==> config.mk <==
export PLATFORM = sky130hd
export DESIGN_NAME = pushbutton_conditioner
export DESIGN_NICKNAME = d
export VERILOG_FILES = /design/src/rtl/pushbutton_conditioner.sv
export SDC_FILE = /design/constraint.sdc
export NUM_CORES = 1
export LEC_CHECK = 0
export ABC_AREA = 0
export CAP_MARGIN = 20
export CORE_MARGIN = 2
export CORE_UTILIZATION = 47
export CTS_CLUSTER_SIZE = 30
export DETAILED_ROUTE_END_ITERATION = 10
export GPL_ROUTABILITY_DRIVEN = 0
export PLACE_DENSITY = 0.68
export SLEW_MARGIN = 20
export SYNTH_ARGS = -nofsm -noshare
export SYNTH_HDL_FRONTEND = slang
export SYNTH_SLANG_ARGS = --single-unit
export TNS_END_PERCENT = 20
==> constraint.sdc <==
create_clock -name clock -period 2.26 [get_ports clock]
set_input_delay 0.678 -clock clock [delete_from_list [all_inputs] [get_ports clock]]
set_output_delay 0.678 -clock clock [all_outputs]
set_load 0.01 [all_outputs]
==> src/rtl/pushbutton_conditioner.sv <==
// Pushbutton input conditioner: per-channel 2-flop synchroniser, consecutive-
// sample debouncer, registered press/release pulses and optional toggle latch.
module pushbutton_conditioner #(
  parameter int unsigned WIDTH           = 4,
  parameter int unsigned DEBOUNCE_CYCLES = 16,
  parameter int unsigned CNT_W           = 8,
  parameter bit          ACTIVE_LOW      = 1'b0
) (
  input  logic             clock,
  input  logic             reset,
  input  logic [WIDTH-1:0] buttons_raw,
  input  logic [WIDTH-1:0] toggle_en,
  output logic [WIDTH-1:0] buttons_clean,
  output logic [WIDTH-1:0] pressed_pulse,
  output logic [WIDTH-1:0] released_pulse
);

  localparam logic [CNT_W-1:0] CNT_LAST = CNT_W'(DEBOUNCE_CYCLES - 1);

  logic [WIDTH-1:0] sync1_q, sync1_d;
  logic [WIDTH-1:0] sync2_q, sync2_d;
  logic [WIDTH-1:0] stable_q, stable_d;
  logic [WIDTH-1:0] latch_q, latch_d;
  logic [WIDTH-1:0] pressed_q, pressed_d;
  logic [WIDTH-1:0] released_q, released_d;
  logic [CNT_W-1:0] cnt_q [WIDTH];
  logic [CNT_W-1:0] cnt_d [WIDTH];

  // Next-state: synchroniser shift, per-bit debounce counter, edge pulses, toggle latch
  always_comb begin
    sync1_d  = ACTIVE_LOW ? ~buttons_raw : buttons_raw;
    sync2_d  = sync1_q;
    stable_d = stable_q;
    for (int unsigned i = 0; i < WIDTH; i++) begin
      cnt_d[i] = cnt_q[i];
      if (sync2_q[i] == stable_q[i]) begin
        cnt_d[i] = '0;
      end else if (cnt_q[i] == CNT_LAST) begin
        stable_d[i] = sync2_q[i];
        cnt_d[i]    = '0;
      end else begin
        cnt_d[i] = cnt_q[i] + 1'b1;
      end
    end
    pressed_d  = stable_d & ~stable_q;
    released_d = ~stable_d & stable_q;
    latch_d    = latch_q ^ (pressed_d & toggle_en);
  end

  // State registers with synchronous active-high reset taking priority
  always_ff @(posedge clock) begin
    if (reset) begin
      sync1_q    <= '0;
      sync2_q    <= '0;
      stable_q   <= '0;
      latch_q    <= '0;
      pressed_q  <= '0;
      released_q <= '0;
      for (int unsigned i = 0; i < WIDTH; i++) begin
        cnt_q[i] <= '0;
      end
    end else begin
      sync1_q    <= sync1_d;
      sync2_q    <= sync2_d;
      stable_q   <= stable_d;
      latch_q    <= latch_d;
      pressed_q  <= pressed_d;
      released_q <= released_d;
      for (int unsigned i = 0; i < WIDTH; i++) begin
        cnt_q[i] <= cnt_d[i];
      end
    end
  end

  // Output select: toggle latch or debounced level, from registered state only
  always_comb begin
    buttons_clean  = (toggle_en & latch_q) | (~toggle_en & stable_q);
    pressed_pulse  = pressed_q;
    released_pulse = released_q;
  end

endmodule

==> metrics.txt <==
Cell Pwr Density 588.9 mW/mm²; Startpoint Class input pin; Synth top area share 49.20%; post-synthesis cell area 0.002278 mm²; Cell Area, Placed around 0.0026 mm²; worst skew pair latency roughly 300 ps; area of the multi-input gates between 0.001 and 0.0015 mm²; Reg2Reg Setup Slack between 500 and 600 ps; final-report setup violation count 0; hold path cells 1; Synth Register Bits 56; GRT Util Overall around 17%; post-layout instance area 0.002613 mm²; Worst setup EP type primary output; WL/cell ~12 µm; detailed placement HPWL roughly 2900 µm; fmax a little under 500 MHz; Area growth, synth to finish 14.66%; hold wc startpoint sync1_q[2]$_SDFF_PP0_; IO Pins 22; antenna-violating nets left 0; Reg-to-Reg Start cnt_q[1][4]$_SDFF_PP0_; RSZ-0062 raised after global routing no; number of port buffers 21; Die W approximately 74 µm; drt total wl ~4000 µm; CP arrival about 1400 ps; antenna violations before repair 0; GRT overflow 0; TritonCTS clock tree yes; leading area contributor after synthesis dfxtp_1; worst hold path type flip-flop to flip-flop; first-pass GRT wire length slightly below 7000 µm; fraction of layout cells with a size suffix above 1 under 10%; CP max FO 2; P_leak 0.8515 nW; Critical Path RT around 1600 ps; setup_tns 0 ps; post-layout min period between 2000 and 2500 ps; status complete, no violations; worst min-delay path endpoint sync2_q[2]$_SDFF_PP0_; final net count about 290; syn_nets between 200 and 300; Cells after Synth about 250; clk_skew slightly above 7 ps; max-cap viol count 0; Final WS setup approximately 210 ps; ys async rst share 0%; vias in the first global route 1638; core area 0.004692 mm²; pre-CTS setup slack -402.3 ps; fin. max-slew vios 0; die height approximately 74 µm; Warnings, synthesis 0; slew margin rel. a little under three fifths; crit share post-route 90.74%; path depth of the worst reg2reg path 3; Reg-to-Reg End latch_q[1]$_SDFF_PP0_; CTS Root Cell clkbuf_8; # Post-CTS Setup Buffers 0; Antenna Cells 0; Slew @ Worst Pin 638.7 ps; Crit Path Class input pin to primary output; Yosys cell types 33; Starting Density between 40 and 50%; Avg Vias per Cell between 5 and 6; Max VDD drop between 0.3 and 0.4 mV; final hold violation count 0; number of synthesized flops with an enable pin 0; Residual DRC 0; die area about 0.0054 mm²; Seq/Total Area, Yosys about half; clock-pin slew on the worst setup and hold paths 90 ps; clock buffers created by TritonCTS 5; largest buffer count on any clock path 2; # fillers between 400 and 500; via count 1804; main flop type after synthesis dfxtp_1; area occupied by registers between 0.001 and 0.0015 mm²; DR pass1 iterations 4; num rows 25; H-tree level count 2; top cells by area, synth dfxtp_1, a21oi_1, or3_1; Iteration-0 DRC Markers 74; syn_area_per_cell approximately 9 µm²; clk sinks 56; largest net degree at the start of global routing 31
[flip-flops by register name (all words and copies together), names as in the netlist]
signal and cells:
pressed_pulse 4, cnt_q 32, stable_q 4, sync2_q 4, sync1_q 4, latch_q 4, released_pulse 4
[worst max path at each step]
| stage | startpoint | endpoint | slack, ps |
|---|---|---|---|
| 2_1_floorplan | toggle_en[0] | buttons_clean[0] | 570 |
| 3_3_place_gp | toggle_en[1] | buttons_clean[1] | -420 |
| 3_5_place_dp | toggle_en[1] | buttons_clean[1] | -400 |
| 4_1_cts | toggle_en[1] | buttons_clean[1] | 200 |
| 5_1_grt | toggle_en[1] | buttons_clean[1] | 180 |
| 6_report | toggle_en[1] | buttons_clean[1] | 210 |
[logic make-up after synthesis]
kind of cell | share of synthesized area, %
buffers and inverters | 3.459
xor gates and xnor gates | 1.922
adders and majority gates | 2.197
DFF | 49.20
and+or+nand+nor | 26.25
muxes | 1.977
AOI/OAI and AO/OA | 14.99
[synth_stat cells (6+ instances only)]
| cell | instances |
|---|---|
| o21ai_0 | 16 |
| or3_1 | 16 |
| nor2_1 | 11 |
| nor3_1 | 6 |
| a21oi_1 | 22 |
| nor4_1 | 8 |
| inv_1 | 9 |
| nand4_1 | 6 |
| nand3_1 | 12 |
| nand2_1 | 11 |
| dfxtp_1 | 56 |
| nand2b_1 | 10 |
| nor2b_1 | 8 |
| or4_1 | 8 |
[placed cells by master (no fill, tap or decap)]
cell type and count:
or3_1 16, a21oi_1 22, a22o_1 1, nand2_1 11, nand4_1 6, nor2b_1 8
nor3b_1 2, nand2b_1 10, a221o_1 4, or4_1 8, xor2_1 1, buf_4 5
clkdlybuf4s50_1 13, nor2_1 11, nand3b_1 4, mux2_2 4, nor3_1 6, o21ai_0 16
inv_1 9, and3_1 2, o31ai_1 4, nor4_1 8, nand3_1 12, dfxtp_1 56
a311oi_1 1, or3_2 1, a31oi_1 3, a21o_1 4, buf_2 4, dlygate4sd2_1 4
ha_1 4, a211oi_1 2, clkbuf_8 5, xnor2_1 4, buf_12 1
[cell type report]
cell class / count / area share (%)
Sequential cell: 56 / 42.91
Inverter: 9 / 1.293
Multi-Input combinational cell: 175 / 41.28
Clock buffer: 5 / 2.634
Tap cell: 54 / 2.586
Timing Repair Buffer: 27 / 9.291
[metal layers]
layer,GRT usage [%],share of wire [%],up-vias
li1,-,-,955
met1,21.98,50,819
met2,25.60,45,25
met3,5.075,3.3,5
met4,6.667,1.6,0
met5,0,0,-
[stage by stage]
step	util (%)	cells	hold slack, ps	power (mW)
after floorplan	-	247	413.8	1.048
after global placement	54.75	321	417.3	1.075
after detailed placement	54.75	321	423.9	1.076
after CTS	55.68	326	445.9	1.562
after global routing	55.68	326	457.0	1.607
final	55.68	326	440.7	1.539
[what timing repair did]
action,in CTS,in global routing
hold buffers,0,0
gates resized for setup,20,0
endpoints found under the setup margin,4,0
[worst max-delay path, stage by stage]
cell and delay, ps:
dlygate4sd2_1 220, mux2_2 330, buf_2 140
[report_power, final]
| part | leakage (nW) | switching, mW | total, mW | internal [mW] |
|---|---|---|---|---|
| combinational | 0.363 | 0.0221 | 0.0499 | 0.0277 |
| sequential | 0.453 | 0.00569 | 1.00 | 0.994 |
| clock | 0.0359 | 0.288 | 0.488 | 0.201 |
(Power assumes the default switching activity.)
